### src/rtl/spi_arbiter_pkg.sv
// rtl/spi_arbiter_pkg.sv - shared types and widths for the SPI arbiter
package spi_arb_pkg;
   localparam int SPI_W = 16;
   localparam int SS_W  = 3;
   localparam int RD_W  = 8;

   typedef enum logic [1:0] {
      IDLE,
      LAUNCH,
      WAIT,
      DONE
   } arb_state_e;
endpackage

### src/rtl/spi_arbiter_if.sv
// rtl/spi_arbiter_if.sv - requester and SPI-master side signals of the SPI arbiter
interface spi_arbiter_if
   import spi_arb_pkg::*;
#(
   parameter int NUM_REQ = 3
);
   logic [NUM_REQ-1:0]       req_wrt;
   logic [SPI_W*NUM_REQ-1:0] req_data;
   logic [SS_W*NUM_REQ-1:0]  req_ss;
   logic [NUM_REQ-1:0]       req_busy;
   logic [NUM_REQ-1:0]       req_done;
   logic [NUM_REQ-1:0]       req_tmo;
   logic [NUM_REQ-1:0]       req_ovf;
   logic [RD_W-1:0]          rd_data;
   logic [SPI_W-1:0]         SPI_data;
   logic [SS_W-1:0]          ss;
   logic                     wrt_SPI;
   logic                     SPI_done;
   logic [RD_W-1:0]          EEP_data;

   modport master (
      input  req_wrt, req_data, req_ss, SPI_done, EEP_data,
      output req_busy, req_done, req_tmo, req_ovf, rd_data, SPI_data, ss, wrt_SPI
   );

   modport slave (
      output req_wrt, req_data, req_ss, SPI_done, EEP_data,
      input  req_busy, req_done, req_tmo, req_ovf, rd_data, SPI_data, ss, wrt_SPI
   );
endinterface

### src/rtl/spi_arbiter_rr_pick.sv
// rtl/spi_arbiter_rr_pick.sv - combinational round-robin picker starting at ptr
module rr_pick #(
   parameter int N  = 3,
   parameter int IW = (N > 1) ? $clog2(N) : 1
) (
   input  logic [N-1:0]  pending,
   input  logic [IW-1:0] ptr,
   output logic [IW-1:0] grant,
   output logic          any_valid
);
   // Walk the search order backwards so the earliest pending slot is assigned last and wins.
   always_comb begin
      grant     = '0;
      any_valid = 1'b0;
      for (int k = N - 1; k >= 0; k--) begin
         if (pending[(int'(ptr) + k) % N]) begin
            grant     = IW'((int'(ptr) + k) % N);
            any_valid = 1'b1;
         end
      end
   end
endmodule

### src/rtl/spi_arbiter.sv
// rtl/spi_arbiter.sv - shares one SPI master between requesters with round-robin grant and timeout
module spi_arbiter
   import spi_arb_pkg::*;
#(
   parameter int NUM_REQ = 3,
   parameter int TIMEOUT = 4096,
   parameter int TO_W    = 12
) (
   input logic           clk,
   input logic           rst_n,
   spi_arbiter_if.master bus
);
   localparam int IW = (NUM_REQ > 1) ? $clog2(NUM_REQ) : 1;

   arb_state_e         state, state_nxt;
   logic [NUM_REQ-1:0] pending;
   logic [SPI_W-1:0]   slot_data [NUM_REQ];
   logic [SS_W-1:0]    slot_ss   [NUM_REQ];
   logic [IW-1:0]      ptr, grant, pick;
   logic               any_valid;
   logic [TO_W-1:0]    to_cnt;
   logic               to_hit;
   logic [NUM_REQ-1:0] owner, occupied;

   logic [NUM_REQ-1:0] done_q, tmo_q, ovf_q;
   logic [RD_W-1:0]    rd_q;
   logic [SPI_W-1:0]   data_q;
   logic [SS_W-1:0]    ss_q;
   logic               wrt_q;

   rr_pick #(.N(NUM_REQ), .IW(IW)) u_pick (
      .pending   (pending),
      .ptr       (ptr),
      .grant     (pick),
      .any_valid (any_valid)
   );

   always_comb begin
      owner        = '0;
      owner[grant] = 1'b1;
   end

   // A slot stays occupied until its transaction leaves WAIT, so a request in the DONE cycle is accepted.
   assign occupied = pending | (((state == LAUNCH) || (state == WAIT)) ? owner : '0);
   assign to_hit   = (to_cnt == TO_W'(TIMEOUT - 1));

   always_comb begin
      state_nxt = state;
      case (state)
         IDLE:    if (any_valid) state_nxt = LAUNCH;
         LAUNCH:  state_nxt = WAIT;
         WAIT:    if (bus.SPI_done || to_hit) state_nxt = DONE;
         DONE:    state_nxt = IDLE;
         default: state_nxt = IDLE;
      endcase
   end

   always_ff @(posedge clk or negedge rst_n) begin
      if (!rst_n) state <= IDLE;
      else        state <= state_nxt;
   end

   always_ff @(posedge clk or negedge rst_n) begin
      if (!rst_n) begin
         pending <= '0;
         ptr     <= '0;
         grant   <= '0;
         to_cnt  <= '0;
         done_q  <= '0;
         tmo_q   <= '0;
         ovf_q   <= '0;
         rd_q    <= '0;
         data_q  <= '0;
         ss_q    <= '0;
         wrt_q   <= 1'b0;
      end else begin
         wrt_q  <= 1'b0;
         done_q <= '0;
         tmo_q  <= '0;
         for (int i = 0; i < NUM_REQ; i++) begin
            if (bus.req_wrt[i]) begin
               if (occupied[i]) ovf_q[i]   <= 1'b1;
               else             pending[i] <= 1'b1;
            end
         end
         case (state)
            IDLE: begin
               if (any_valid) begin
                  grant  <= pick;
                  ptr    <= (pick == IW'(NUM_REQ - 1)) ? '0 : pick + 1'b1;
                  data_q <= slot_data[pick];
                  ss_q   <= slot_ss[pick];
                  wrt_q  <= 1'b1;
               end
            end
            LAUNCH: to_cnt <= '0;
            WAIT: begin
               // SPI_done takes priority over a timeout landing in the same cycle.
               if (bus.SPI_done) begin
                  rd_q           <= bus.EEP_data;
                  pending[grant] <= 1'b0;
                  done_q         <= owner;
               end else if (to_hit) begin
                  pending[grant] <= 1'b0;
                  done_q         <= owner;
                  tmo_q          <= owner;
               end else begin
                  to_cnt <= to_cnt + 1'b1;
               end
            end
            default: ;
         endcase
      end
   end

   always_ff @(posedge clk) begin
      for (int i = 0; i < NUM_REQ; i++) begin
         if (bus.req_wrt[i] && !occupied[i]) begin
            slot_data[i] <= bus.req_data[SPI_W*i +: SPI_W];
            slot_ss[i]   <= bus.req_ss[SS_W*i +: SS_W];
         end
      end
   end

   assign bus.req_busy = pending | ((state != IDLE) ? owner : '0);
   assign bus.req_done = done_q;
   assign bus.req_tmo  = tmo_q;
   assign bus.req_ovf  = ovf_q;
   assign bus.rd_data  = rd_q;
   assign bus.SPI_data = data_q;
   assign bus.ss       = ss_q;
   assign bus.wrt_SPI  = wrt_q;
endmodule

### src/flat_wrapper.sv
// flat-port wrapper written by rule: the top's interface ports become plain ports
module spi_arbiter_flat import spi_arb_pkg::*;
#(
   parameter int NUM_REQ = 3,
   parameter int TIMEOUT = 4096,
   parameter int TO_W    = 12
)
  (clk, rst_n, bus_req_wrt, bus_req_data, bus_req_ss, bus_SPI_done, bus_EEP_data, bus_req_busy, bus_req_done, bus_req_tmo, bus_req_ovf, bus_rd_data, bus_SPI_data, bus_ss, bus_wrt_SPI);
  spi_arbiter_if #(.NUM_REQ(NUM_REQ)) bus_i ();
  input logic clk;
  input logic rst_n;
  input wire logic [$bits(bus_i.req_wrt)-1:0] bus_req_wrt;
  input wire logic [$bits(bus_i.req_data)-1:0] bus_req_data;
  input wire logic [$bits(bus_i.req_ss)-1:0] bus_req_ss;
  input wire logic [$bits(bus_i.SPI_done)-1:0] bus_SPI_done;
  input wire logic [$bits(bus_i.EEP_data)-1:0] bus_EEP_data;
  output wire logic [$bits(bus_i.req_busy)-1:0] bus_req_busy;
  output wire logic [$bits(bus_i.req_done)-1:0] bus_req_done;
  output wire logic [$bits(bus_i.req_tmo)-1:0] bus_req_tmo;
  output wire logic [$bits(bus_i.req_ovf)-1:0] bus_req_ovf;
  output wire logic [$bits(bus_i.rd_data)-1:0] bus_rd_data;
  output wire logic [$bits(bus_i.SPI_data)-1:0] bus_SPI_data;
  output wire logic [$bits(bus_i.ss)-1:0] bus_ss;
  output wire logic [$bits(bus_i.wrt_SPI)-1:0] bus_wrt_SPI;
  assign bus_i.req_wrt = bus_req_wrt;
  assign bus_i.req_data = bus_req_data;
  assign bus_i.req_ss = bus_req_ss;
  assign bus_i.SPI_done = bus_SPI_done;
  assign bus_i.EEP_data = bus_EEP_data;
  assign bus_req_busy = bus_i.req_busy;
  assign bus_req_done = bus_i.req_done;
  assign bus_req_tmo = bus_i.req_tmo;
  assign bus_req_ovf = bus_i.req_ovf;
  assign bus_rd_data = bus_i.rd_data;
  assign bus_SPI_data = bus_i.SPI_data;
  assign bus_ss = bus_i.ss;
  assign bus_wrt_SPI = bus_i.wrt_SPI;
  spi_arbiter #(.NUM_REQ(NUM_REQ), .TIMEOUT(TIMEOUT), .TO_W(TO_W)) u_core (.clk(clk), .rst_n(rst_n), .bus(bus_i));
endmodule
### config.mk
export PLATFORM = sky130hd
export DESIGN_NAME = spi_arbiter_flat
export DESIGN_NICKNAME = d
export VERILOG_FILES = /design/src/rtl/spi_arbiter_pkg.sv /design/src/rtl/spi_arbiter_if.sv /design/src/rtl/spi_arbiter_rr_pick.sv /design/src/rtl/spi_arbiter.sv /design/src/flat_wrapper.sv
export SDC_FILE = /design/constraint.sdc
export NUM_CORES = 1
export LEC_CHECK = 0
export CAP_MARGIN = 20
export CORE_UTILIZATION = 45
export DETAILED_ROUTE_END_ITERATION = 7
export PLACE_DENSITY = 0.78
export SYNTH_ARGS = -nofsm -noshare
export SYNTH_HDL_FRONTEND = slang
export SYNTH_SLANG_ARGS = --single-unit
export TNS_END_PERCENT = 10
### constraint.sdc
create_clock -name clk -period 2.4 [get_ports clk]
set_clock_uncertainty 0.1 [all_clocks]
set_input_delay 0.48 -clock clk [delete_from_list [all_inputs] [get_ports clk]]
set_output_delay 0.48 -clock clk [all_outputs]
set_load 0.1 [all_outputs]
=== Yosys cells after proc, flatten, opt, wreduce, memory -nomap -nowiden ===
Memory sizes are Yosys's and may differ from the RTL's. A register that Yosys moved wholly into a read port is not among the register bits.
Cells that the tools add are included.

* Add/subtract/negate cells: 4
* Divide/modulo/power cells: 3
* Order comparisons: 5
* Equal/unequal tests: 9
* Muxes and demuxes: 48
* Bitwise logic cells: 4
* Reduce and logical (&&, ||, !) cells: 21

{| class="wikitable"
|+ Operators with widths
! cell !! count
|-
| < comparator 32 x 4 -> 1 bit, second input constant || 3
|-
| modulo 32 x 3 -> 32 bit, second input constant || 2
|-
| modulo 3 x 3 -> 32 bit, second input constant || 1
|-
| 2-to-1 mux 3 bit || 10
|-
| 2-to-1 mux 1 bit || 24
|-
| 2-to-1 mux 12 bit || 2
|-
| one-hot mux 12 bit (2 select lines) || 1
|-
| adder 12 x 1 -> 12 bit, second input constant || 1
|-
| == test 12 bit, second input constant || 1
|-
| 2-to-1 mux 2 bit || 6
|-
| AND reduction 2 bit || 6
|-
| one-hot mux 2 bit (4 select lines) || 1
|-
| binary-select mux 1 bit (select 2 bit) || 3
|-
| == test 2 bit, second input constant || 3
|-
| != test 2 bit, second input constant || 3
|-
| OR 3 bit || 2
|-
| logical NOT 1 bit || 5
|-
| logical AND 1 bit || 4
|-
| nonzero test 2 bit || 2
|-
| adder 2 x 1 -> 3 bit, second input constant || 1
|-
| adder 2 x 2 -> 3 bit, second input constant || 1
|-
| AND 3 bit || 1
|-
| < comparator 2 x 3 -> 1 bit, second input constant || 1
|-
| inverter 3 bit || 1
|-
| other kinds (8) || 9
|}

* Flip-flop bits (word level): 39
* RAM bits: 57
* Memories: 2

{| class="wikitable"
|+ Memory list
! name !! words !! width !! read ports !! clocked after memory_dff !! write ports !! RTL line !! RTL
|-
| u_core.slot_data || 3 || 16 || 1 || 1 || 3 || spi_arbiter.sv:17 || <nowiki>logic [SPI_W-1:0] slot_data [NUM_REQ];</nowiki>
|-
| u_core.slot_ss || 3 || 3 || 1 || 1 || 3 || spi_arbiter.sv:18 || <nowiki>logic [SS_W-1:0] slot_ss [NUM_REQ];</nowiki>
|}

=== Logic depth before layout (Yosys ltp) ===
Gate-level depths: netlist of run 1.

* Word-level depth: 12
* Depth in mapped cells: 10

=== By module ===
From an unflattened synthesis of run 1, not the netlist that was laid out.

* Cells, all modules: 377
* Area, all modules: 4813.4 µm²

{| class="wikitable"
|+ By module, submodules not included
! module !! times used !! cells each !! area an instance (µm²) !! seq. area each (µm²)
|-
| spi_arbiter || 1 || 348 || 4590.7 || 3163.0
|-
| rr_pick || 1 || 29 || 222.7 || 0.0
|}

=== Worst setup path after synthesis of run 1 ===
Ideal clock, no wire load.

* Path type: register to output
* Start point: register u_core.state[0]
* End point: output bus_req_busy[1]
* Data arrival time: 2.120 ns
* Required time: 1.820 ns
* Setup slack: -0.300 ns
* Cell stages (with the launch flop): 4
* Path buffers: 0
* Cells stage by stage: dfrtp_1 -> inv_1 -> ha_1 -> o21bai_1

* Word-level cells in the longest chain between the ends: 3

{| class="wikitable"
|+ Ends and longest elaborated chain
! item !! RTL line !! RTL
|-
| start, declared || spi_arbiter.sv:15 || <nowiki>arb_state_e state, state_nxt;</nowiki>
|-
| start signal, assigned || spi_arbiter.sv:60 || <nowiki>else state <= state_nxt;</nowiki>
|-
| nonzero test 2 bit || spi_arbiter.sv:125 || <nowiki>assign bus.req_busy = pending | ((state != IDLE) ? owner : '0);</nowiki>
|-
| 2-to-1 mux 3 bit || spi_arbiter.sv:125 ||
|-
| OR 3 bit || spi_arbiter.sv:125 ||
|-
| end, declared || flat_wrapper.sv:17 || <nowiki>output wire logic [$bits(bus_i.req_busy)-1:0] bus_req_busy;</nowiki>
|}

No other way between the ends.

=== Final worst setup path of run 1 ===
* Start point: register u_core.ptr[1]
* End point: register u_core.data_q[4] (netlist: u_core.bus.SPI_data[4]), read port of u_core.slot_data

* Word-level cells in the longest chain between the ends: 9
* Elaborated cells on any way between the ends: 21

{| class="wikitable"
|+ Ends and longest elaborated chain
! item !! RTL line !! RTL
|-
| start, declared || spi_arbiter.sv:19 || <nowiki>logic [IW-1:0] ptr, grant, pick;</nowiki>
|-
| start signal, assigned || spi_arbiter.sv:90 || <nowiki>ptr <= (pick == IW'(NUM_REQ - 1)) ? '0 : pick + 1'b1;</nowiki>
|-
| adder 2 x 2 -> 3 bit || spi_arbiter_rr_pick.sv:16, spi_arbiter_rr_pick.sv:17 ||
|-
| modulo 32 x 3 -> 32 bit || spi_arbiter_rr_pick.sv:16, spi_arbiter_rr_pick.sv:17 ||
|-
| binary-select mux 1 bit (select 2 bit) || spi_arbiter_rr_pick.sv:16 || <nowiki>if (pending[(int'(ptr) + k) % N]) begin</nowiki>
|-
| 2-to-1 mux 1 bit (not written as such) (2 in a row) || spi_arbiter_rr_pick.sv:16 ||
|-
| 2-to-1 mux 1 bit (3 in a row) || spi_arbiter_rr_pick.sv:16 ||
|-
| AND reduction 2 bit (no source line) || -- ||
|-
| end, declared || spi_arbiter.sv:27 || <nowiki>logic [SPI_W-1:0] data_q;</nowiki>
|}

Several ways; a longest one is shown, not always the timed one. The select of a mux whose other input is x is not followed.
A chain may end at the register's enable or synchronous reset.

==> impl_metrics.csv, run 1 <==
group,metric,value,unit
worst_setup_path,cp_top_family,"compound AO/OA/AOI/OAI gates",
die,rows,37,
detailed_routing,vias,3557,
power,p_total,0.0103,W
finish,multi_input_area,0.00146,mm2
power,p_int,0.00554,W
worst_setup_path,r2r-end,"u_core.bus.SPI_data[4]",
timing,slew_headroom,58.5,%
detailed_routing,drtIter0Drc,163,
detailed_routing,post-route-drc-count,0,
global_routing,antenna_found_initial,0,
worst_setup_path,slowest_delay,450,ps
worst_setup_path,path_class,"reg2reg",
worst_setup_path,worstPathRequired,2670,ps
place,placed_cells,624,
job,max-cap-violations,0,
timing,hold_ws,309,ps
clocking,cts_tree,"yes",
place,post-dp-hpwl,7430,um
clocking,cts_made_buffers,17,
finish,drive_gt1_share,22.2,%
finish,antenna_cells,0,
yosys,synthCells,385,
power,power_switching,0.00478,W
clocking,clkTransAtPathRegs,60,ps
yosys,ys_types,42,
global_routing,grt_pass1_vias,3634,
clocking,h-tree-depth,4,
yosys,seq_area_frac_synth,66.9,%
place,io_buffers,110,
worst_setup_path,crit_top_cell,"buf_4",
power,switching_share,46.3,%
yosys,syn_avg_cell_area,12.3,um2
worst_setup_path,reg2reg_depth,8,
clocking,clkLatencyLatePin,510,ps
worst_setup_path,crit_fanout,13,
yosys,yosysWarnings,0,
place,post-place-ws,-57.6,ps
timing,rsz0062_at_grt,"yes",
power,p_comb_share,49.3,%
finish,layoutNonFillerInstCount,662,
power,share_clk_of_total_power,23.4,%
power,power.leakage,2.72,nW
worst_hold_path,hp-class,"in2async",
finish,nets,591,
yosys,async_flop_share,50.4,%
die,top_level_ports,111,
timing,final_max_slew_viol_count,0,
detailed_routing,vias_per_cell,5.37,
timing,setup_slack,43.7,ps
die,core-area,0.0102,mm2
yosys,synth_ff_type,"dfrtp_1",
yosys,synth_edf_count,57,
worst_setup_path,r2r_slack,40,ps
global_routing,grt_overflow,0,
clocking,root_buffer,"clkbuf_8",
worst_setup_path,arrival,2620,ps
finish,area_delta_synth_final,41.5,%
clocking,clock_sinks,115,
timing,hold_violations,0,
detailed_routing,wirelength,11100,um
global_routing,grt_max_degree,49,
yosys,synth_nets,463,
global_routing,grt_use_total,20.9,%
outcome,status,"completed",
die,die_w,104,um
power,ir_drop,1.40,mV
worst_setup_path,crit_chain,"ha_4, buf_4, mux2i_1, o22ai_2, o31ai_4, buf_4, clkbuf_16, a32oi_1",
power,power_density,1540,mW/mm2
worst_setup_path,cp_num_buf_inv,3,
detailed_routing,wl_per_cell,16.8,um
global_routing,grt_pass1_wl,17500,um
worst_setup_path,r2r_start,"u_core.ptr[1]",
power,power_frac_seq,27.3,%
timing,finalSetupViolCount,0,
timing,fin_crit_sh,98.2,%
place,gp_congestion,0.743,
worst_setup_path,slowest_stage,"o31ai_4",
timing,max_freq,424,MHz
clocking,cts_buffer_depth,2,
finish,regArea,0.00316,mm2
worst_setup_path,critPathLaunchType,"register",
die,dieArea,0.0109,mm2
finish,fillers,733,
worst_setup_path,crit_path_end_kind,"register",
detailed_routing,first_pass_iters,4,
die,start_util,46.2,%
die,die_h,104,um
timing,period_needed,2360,ps
detailed_routing,drtAntennaViolNets,0,
timing,tightest_slew,622,ps
yosys,netlist_area,0.00473,mm2
yosys,synth-seq-cells,115,
==> metal layers <==
layer	vias up	routed length (um)	GRT usage, %
li1	1646	-	-
met1	1733	4470	24.9
met2	161	5770	35.8
met3	17	724	5.70
met4	0	180	8.78
met5	-	0	0
==> what timing repair did <==
action | 4_1_cts | 5_1_grt
endpoints found under the hold margin | 10 | 0
cloned | 0 | 3
pin swaps | 2 | 5
buffers inserted | 0 | 2
gates resized for setup | 3 | 15
setup endpoints to repair | 5 | 23
hold buffers | 1 | 0
==> state kept, by name (all words and copies together) (netlist names) <==
signal	flops
u_core.slot_data	48
u_core.bus.req_done	3
u_core.bus.req_ovf	3
u_core.bus.rd_data	8
u_core.bus.req_tmo	3
u_core.ptr	2
u_core.slot_ss	9
u_core.bus.ss	3
u_core.to_cnt	12
u_core.grant	2
u_core.pending	3
u_core.bus.SPI_data	16
u_core.state	2
u_core.bus.wrt_SPI	1
==> through the flow <==
step           util [%]  setup TNS, ps  cell area, um2
3_5_place_dp       58.3           -103            5970
6_report           65.4              0            6690
2_1_floorplan         -           -601            4730
4_1_cts            64.3          -17.1            6580
5_1_grt            65.4           -863            6690
3_3_place_gp       58.3              0            5970
==> cells in the final DEF, fill, tap and decap left out, drive strengths merged, types with 4 or more instances in the layout <==
cell,count
clkinv,4
nor3,7
clkbuf,21
a21o,4
mux2,9
o21ai,13
dfrtp,58
a21oi,30
buf,56
inv,32
edfxtp,57
clkdlybuf4s50,69
nor2b,6
a32oi,19
nand2,42
nor2,16
ha,7
nand2b,7
nand3,30
==> how the worst max path moves through the flow <==
| stage | end | start | cells after the start | slack [ps] |
|---|---|---|---|---|
| 2_1_floorplan | bus_req_busy[1] | u_core.state[0] | 3 | -300 |
| 3_3_place_gp | u_core.ptr[1] | u_core.ptr[0] | 9 | 110 |
| 3_5_place_dp | u_core.bus.SPI_data[14] | u_core.ptr[0] | 6 | -60 |
| 4_1_cts | u_core.bus.SPI_data[14] | u_core.ptr[0] | 7 | -20 |
| 5_1_grt | u_core.bus.SPI_data[7] | u_core.ptr[1] | 7 | -90 |
| 6_report | u_core.bus.SPI_data[4] | u_core.ptr[1] | 8 | 40 |
==> power groups by stage <==
stage          Clock (W)  Combinational [W]  Sequential, W
2_1_floorplan          0            0.00181        0.00452
3_3_place_gp           0            0.00461        0.00282
3_5_place_dp           0            0.00476        0.00283
4_1_cts          0.00246            0.00482        0.00281
5_1_grt          0.00256            0.00539        0.00286
6_report         0.00242            0.00509        0.00282
==> logic make-up (layout without fill, tap and decap cells) <==
kind of cell | Yosys count | in the layout | synth area share, %
simple gates | 121 | 121 | 12.1
flops | 115 | 115 | 66.9
compound gates | 81 | 82 | 11.6
buf+inv | 46 | 186 | 4.21
mux | 10 | 10 | 2.36
fa+ha+maj | 7 | 7 | 1.85
xor+xnor | 5 | 5 | 0.927
==> area by class of cell <==
type,instances,share of cell area [%]
clock buffers,20,6.98
well taps,136,2.54
multi-input cells,225,21.8
repair buffers,127,18.1
flip-flops and latches,115,47.3
inverters,27,1.52
clock inverters,12,1.76
==> cells in the mapped netlist (2+ instances only) <==
library cell	number	area (um2)
o21bai_1	3	22.5
or2_2	3	18.8
xor2_1	2	17.5
and3_1	3	18.8
mux2_2	9	101
o21ai_0	12	60.1
nand2b_1	7	43.8
dfrtp_1	58	1450
inv_1	27	101
buf_2	9	45.0
nand2_1	42	158
edfxtp_1	57	1710
a32oi_1	19	166
ha_1	7	87.6
and4_1	2	17.5
buf_6	2	22.5
a21oi_1	30	150
nor3_1	7	35.0
and2_1	2	12.5
nor2_1	16	60.1
xnor2_1	3	26.3
a21o_1	4	30.0
nor2b_1	6	37.5
nand3_1	30	150
clkbuf_1	8	30.0
Note: power is estimated with default switching activity, not from simulation.
==> run 2: changes to the inputs <==
--- a/config.mk
+++ b/config.mk
@@ -6,9 +6,8 @@
 export NUM_CORES = 1
 export LEC_CHECK = 0
 export CAP_MARGIN = 20
-export CORE_UTILIZATION = 45
+export CORE_UTILIZATION = 35
 export DETAILED_ROUTE_END_ITERATION = 7
-export PLACE_DENSITY = 0.78
 export SYNTH_ARGS = -nofsm -noshare
 export SYNTH_HDL_FRONTEND = slang
 export SYNTH_SLANG_ARGS = --single-unit
==> run 2 against run 1 <==
Clock power increased by 17%. Die area increased by 28%. Routed wire length decreased by 0.41%. Count of clock-buffer cells in the layout decreased by 1. Setup slack improved by 51 ps. Final cell count increased by 6.0%. Via count decreased by 3.3%. Register-to-register slack improved by 80 ps. Highest routed layer unchanged.
==> impl_metrics.csv, run 2 (synthesized netlist as in run 1, its figures left out) <==
group,metric,value,unit
worst_setup_path,slowest_stage,"dfrtp_1",
power,power_frac_seq,26.4,%
outcome,status,"completed",
clocking,cts_buffer_depth,2,
worst_setup_path,worstPathRequired,1820,ps
worst_setup_path,r2r-end,"u_core.bus.SPI_data[1]",
place,place_area,0.00601,mm2
worst_setup_path,slowest_delay,390,ps
place,post-place-ws,-85.9,ps
finish,largest-register,"u_core.slot_data",
worst_hold_path,min_path_cells,1,
power,share_clk_of_total_power,26.6,%
power,p_comb_share,47.0,%
die,start_util,35.8,%
timing,fin_crit_sh,96.0,%
worst_setup_path,crit_fanout,6,
timing,setup_slack,95.2,ps
timing,max_freq,434,MHz
finish,largest_reg_flops,48,
timing,tightest_slew,658,ps
finish,fin_area,0.00679,mm2
die,die_h,118,um
clocking,cts_tree,"yes",
worst_setup_path,cp_num_buf_inv,2,
worst_setup_path,path_class,"reg2out",
finish,nets,591,
worst_setup_path,cp_top_family,"flip-flops",
power,power_switching,0.00470,W
die,dieArea,0.0140,mm2
clocking,clkLatencyLatePin,410,ps
timing,period_needed,2300,ps
timing,hold_ws,368,ps
clocking,clkTransAtPathRegs,50,ps
worst_hold_path,worstHoldStart,"u_core.bus.req_ovf[0]",
detailed_routing,wirelength,11100,um
die,die_w,118,um
worst_hold_path,hp-class,"reg2reg",
clocking,root_buffer,"clkbuf_16",
finish,fillers,1131,
die,top_level_ports,111,
worst_setup_path,r2r_slack,120,ps
global_routing,grt_pass1_vias,3553,
detailed_routing,first_pass_iters,4,
worst_setup_path,reg2reg_depth,8,
worst_setup_path,crit_chain,"inv_1, ha_2, nor3_1, or2_2, buf_12",
worst_setup_path,r2r_start,"u_core.ptr[0]",
detailed_routing,vias_per_cell,4.90,
finish,area_delta_synth_final,43.6,%
power,ir_drop,1.14,mV
global_routing,grt_overflow,0,
worst_hold_path,hold_end,"u_core.bus.req_ovf[0]",
timing,final_max_slew_viol_count,0,
clocking,h-tree-depth,4,
worst_setup_path,arrival,1720,ps
clocking,clock_sinks,115,
die,core-area,0.0132,mm2
global_routing,grt_pass1_wl,17900,um
finish,antenna_cells,0,
clocking,cts_made_buffers,17,
detailed_routing,drtAntennaViolNets,0,
worst_setup_path,crit_path_end_kind,"output port",
timing,rsz0062_at_grt,"yes",
detailed_routing,wl_per_cell,15.8,um
detailed_routing,drtIter0Drc,163,
power,power.leakage,2.75,nW
timing,hold_violations,0,
global_routing,grt_use_total,16.8,%
timing,finalSetupViolCount,0,
power,power_density,1560,mW/mm2
worst_setup_path,critPathLaunchType,"register",
finish,drive_gt1_share,21.3,%
global_routing,antenna_found_initial,0,
job,max-cap-violations,0,
finish,layout_commonest_cell,"clkdlybuf4s50_1",
power,switching_share,44.3,%
die,rows,42,
detailed_routing,vias,3441,
finish,layout_common_cells,"clkdlybuf4s50_1 (69), dfrtp_1 (58), edfxtp_1 (57), buf_4 (46), nand2_1 (42)",
global_routing,grt_max_degree,44,
power,p_int,0.00592,W
timing,slew_headroom,56.1,%
place,io_buffers,110,
place,post-dp-hpwl,7440,um
place,gp_congestion,0.772,
detailed_routing,post-route-drc-count,0,
run 2: routing by layer:
layer	share of wire [%]	wire length (um)	track usage [%]
met1	45	5020	21.1
met2	47	5230	26.9
met3	6.5	716	5.84
met4	1.2	133	6.09
met5	0	0	0
run 2: layout make-up:
| type | count | area, um2 | share of cell area (%) |
|---|---|---|---|
| Clock inverter | 13 | 218 | 3.21 |
| Clock buffer | 19 | 453 | 6.67 |
| Timing Repair Buffer | 127 | 1200 | 17.7 |
| Inverter | 27 | 101 | 1.49 |
| Sequential cell | 115 | 3160 | 46.6 |
| Tap cell | 176 | 220 | 3.24 |
| Multi-Input combinational cell | 225 | 1430 | 21.0 |
run 2: how the worst max path moves through the flow:
stage | from | end | slack (ps) | cells past startpoint
2_1_floorplan | u_core.state[0] | bus_req_busy[1] | -300 | 3
3_3_place_gp | u_core.ptr[1] | u_core.bus.SPI_data[6] | 100 | 7
3_5_place_dp | u_core.ptr[0] | u_core.bus.SPI_data[5] | -90 | 7
4_1_cts | u_core.state[1] | bus_req_busy[0] | 6 | 5
5_1_grt | u_core.ptr[0] | u_core.bus.SPI_data[2] | 3 | 8
6_report | u_core.state[0] | bus_req_busy[0] | 100 | 5
run 2: power groups by stage:
stage               sequential, W  combinational (W)  clock [W]
CTS                       0.00281            0.00483    0.00287
floorplan                 0.00452            0.00181          0
finish                    0.00281            0.00499    0.00282
global placement          0.00283            0.00465          0
global route              0.00286            0.00529    0.00296
detailed placement        0.00284            0.00477          0
run 2: metrics by stage:
| stage | instances | util, % | power [W] | TNS, ps |
|---|---|---|---|---|
| 6_report | 702 | 51.5 | 0.0106 | 0 |
| 5_1_grt | 702 | 51.5 | 0.0111 | 0 |
| 3_3_place_gp | 662 | 45.6 | 0.00748 | 0 |
| 2_1_floorplan | 385 | - | 0.00633 | -601 |
| 4_1_cts | 696 | 50.9 | 0.0105 | 0 |
| 3_5_place_dp | 662 | 45.6 | 0.00761 | -660 |
run 2: what timing repair did:
| item | CTS | global route |
|---|---|---|
| buffers inserted | 0 | 4 |
| hold endpoints to repair | 15 | 0 |
| cloned | 1 | 2 |
| resized for setup | 2 | 10 |
| hold buffers | 1 | 0 |
| setup endpoints to repair | 19 | 21 |
| pin swaps | 2 | 2 |
==> run 3: changes to the inputs <==
--- a/config.mk
+++ b/config.mk
@@ -8,6 +8,8 @@
 export CAP_MARGIN = 20
 export CORE_UTILIZATION = 35
 export DETAILED_ROUTE_END_ITERATION = 7
+export PLACE_DENSITY = 0.67
+export SKIP_LAST_GASP = 1
 export SYNTH_ARGS = -nofsm -noshare
 export SYNTH_HDL_FRONTEND = slang
 export SYNTH_SLANG_ARGS = --single-unit
==> constraint.sdc (replaced) <==
create_clock -name clk -period 2 [get_ports clk]
set_clock_uncertainty 0.1 [all_clocks]
set_input_delay 0.4 -clock clk [delete_from_list [all_inputs] [get_ports clk]]
set_output_delay 0.4 -clock clk [all_outputs]
set_load 0.1 [all_outputs]
==> run 3 against run 2 <==
The run now ends with setup timing left. Die area unchanged. Highest routed layer unchanged. Setup slack lost 280 ps. Count of clock-buffer cells in the layout grew 2. Critical path depth up 4. Flip-flop and latch count is the same. Register-to-register slack got worse by 310 ps. Sequential share of layout area decreased by 4.0 points.
==> impl_metrics.csv, run 3 (synthesized netlist as in run 1, its figures left out) <==
group,metric,value,unit
outcome,status,"complete, but fails checks",
outcome,violations,"setup timing",
timing,slew_headroom,64.5,%
detailed_routing,wl_per_cell,16.2,um
timing,tightest_slew,532,ps
clocking,cts_tree,"yes",
finish,antenna_cells,0,
power,power_frac_seq,25.2,%
timing,tns,-4150,ps
power,share_clk_of_total_power,20.4,%
detailed_routing,wirelength,11900,um
power,ir_drop,0.928,mV
timing,rsz0062_at_grt,"yes",
clocking,clkLatencyLatePin,410,ps
place,post-place-ws,-326,ps
finish,largest_reg_flops,48,
die,die_w,118,um
timing,setup_slack,-188,ps
job,max-cap-violations,0,
finish,drive_gt1_share,27.6,%
finish,layout_commonest_cell,"clkdlybuf4s50_1",
clocking,cts_made_buffers,17,
timing,final_max_slew_viol_count,0,
global_routing,antenna_found_initial,0,
global_routing,grt_use_total,18.5,%
finish,nets,627,
place,post-dp-hpwl,8060,um
global_routing,grt_pass1_vias,3921,
finish,largest-register,"u_core.slot_data",
power,power.leakage,3.05,nW
timing,max_freq,457,MHz
die,die_h,118,um
timing,finalSetupViolCount,29,
power,power_switching,0.00603,W
finish,fin_util,56.3,%
power,switching_share,43.5,%
power,p_comb_share,54.4,%
power,p_int,0.00784,W
power,power_density,1870,mW/mm2
clocking,clock_sinks,115,
worst_setup_path,critPathLaunchType,"register",
detailed_routing,vias_per_cell,4.97,
place,gp_congestion,0.901,
die,core-area,0.0132,mm2
place,placed_cells,686,
die,dieArea,0.0140,mm2
worst_hold_path,hp-class,"in2async",
worst_setup_path,r2r_start,"u_core.ptr[0]",
worst_setup_path,crit_path_end_kind,"register",
die,rows,42,
clocking,root_buffer,"clkbuf_16",
finish,fillers,1049,
detailed_routing,drtAntennaViolNets,0,
finish,layoutNonFillerInstCount,738,
worst_setup_path,arrival,2360,ps
worst_setup_path,critPathLaunch,"u_core.ptr[0]",
timing,hold_violations,0,
detailed_routing,first_pass_iters,4,
die,top_level_ports,111,
finish,layout_common_cells,"clkdlybuf4s50_1 (69), dfrtp_1 (58), edfxtp_1 (57), buf_4 (49), nand2_1 (42)",
worst_setup_path,worstPathRequired,2170,ps
timing,fin_crit_sh,109,%
finish,area_delta_synth_final,57.2,%
global_routing,grt_pass1_wl,19500,um
global_routing,grt_max_degree,22,
clocking,cts_buffer_depth,2,
global_routing,grt_overflow,0,
clocking,clkTransAtPathRegs,60,ps
worst_setup_path,crit_fanout,8,
detailed_routing,drtIter0Drc,244,
detailed_routing,vias,3670,
clocking,h-tree-depth,4,
detailed_routing,post-route-drc-count,0,
place,io_buffers,110,
timing,period_needed,2190,ps
worst_setup_path,path_class,"reg2reg",
die,start_util,35.8,%
## run 3: cell count changes in the layout (fill, tap and decap cells not counted), sizes merged
cell,delta
clkinv,+4
o31ai,-1
inv,-2
bufinv,-4
buf,+37
clkbuf,+2
## run 3: per-stage QoR
step | total power [W] | area, um2 | hold slack [ps]
after global placement | 0.00997 | 6540 | 308
after detailed placement | 0.0102 | 6540 | 316
after global routing | 0.0145 | 7430 | 421
after floorplan | 0.00761 | 4740 | 4.41
final | 0.0139 | 7430 | 407
after CTS | 0.0138 | 7400 | 415
## run 3: per-layer routing
metal / wire [um] / vias up / global-route usage [%]
li1: - / 1714 / -
met1: 4890 / 1754 / 22.4
met2: 5860 / 174 / 29.7
met3: 931 / 28 / 6.76
met4: 248 / 0 / 7.93
met5: 0 / - / 0
## run 3: what timing repair did
item,CTS,global route
pin swaps,11,5
hold buffers,1,0
setup buffers,15,1
hold endpoints to repair,18,0
cloned,3,0
gates resized for setup,30,5
setup endpoints to repair,29,31
## run 3: final cells by class
cell class / instances / area [um2] / share of cell area [%]
flip-flops and latches: 115 / 3160 / 42.6
well taps: 176 / 220 / 2.96
clock buffers: 21 / 460 / 6.20
repair buffers: 164 / 1900 / 25.5
multi-input cells: 224 / 1490 / 20.0
inverters: 27 / 101 / 1.36
clock inverters: 11 / 104 / 1.40
## run 3: power groups by stage
stage                     logic, W  clock network [W]  registers (W)
after floorplan            0.00219                  0        0.00542
after global placement     0.00648                  0        0.00349
after detailed placement   0.00667                  0        0.00350
after CTS                  0.00746            0.00289        0.00349
after global routing       0.00792            0.00300        0.00355
final                      0.00754            0.00283        0.00349
## run 3: worst paths after layout
| kind | endpoint | slack, ps | cells after the start |
|---|---|---|---|
| min in group clk | u_core.bus.rd_data[2] | 410 | 1 |
| worst max register to register | u_core.bus.SPI_data[4] | -190 | 9 |
| worst min register to register | u_core.bus.rd_data[2] | 410 | 1 |
| max in group asynchronous | u_core.bus.SPI_data[3] | 880 | 3 |
| worst max-delay path | u_core.bus.SPI_data[4] | -190 | 9 |
| worst min-delay path | u_core.bus.req_ovf[1] | 410 | 2 |
## run 3: critical path, stage by stage, from the launching register on
cell and delay (ps):
dfrtp_1 400, buf_4 150, ha_4 170, nand2b_4 150
buf_4 130, o211ai_1 300, nor2_2 130, buf_4 190
a21oi_1 190, a32oi_1 130
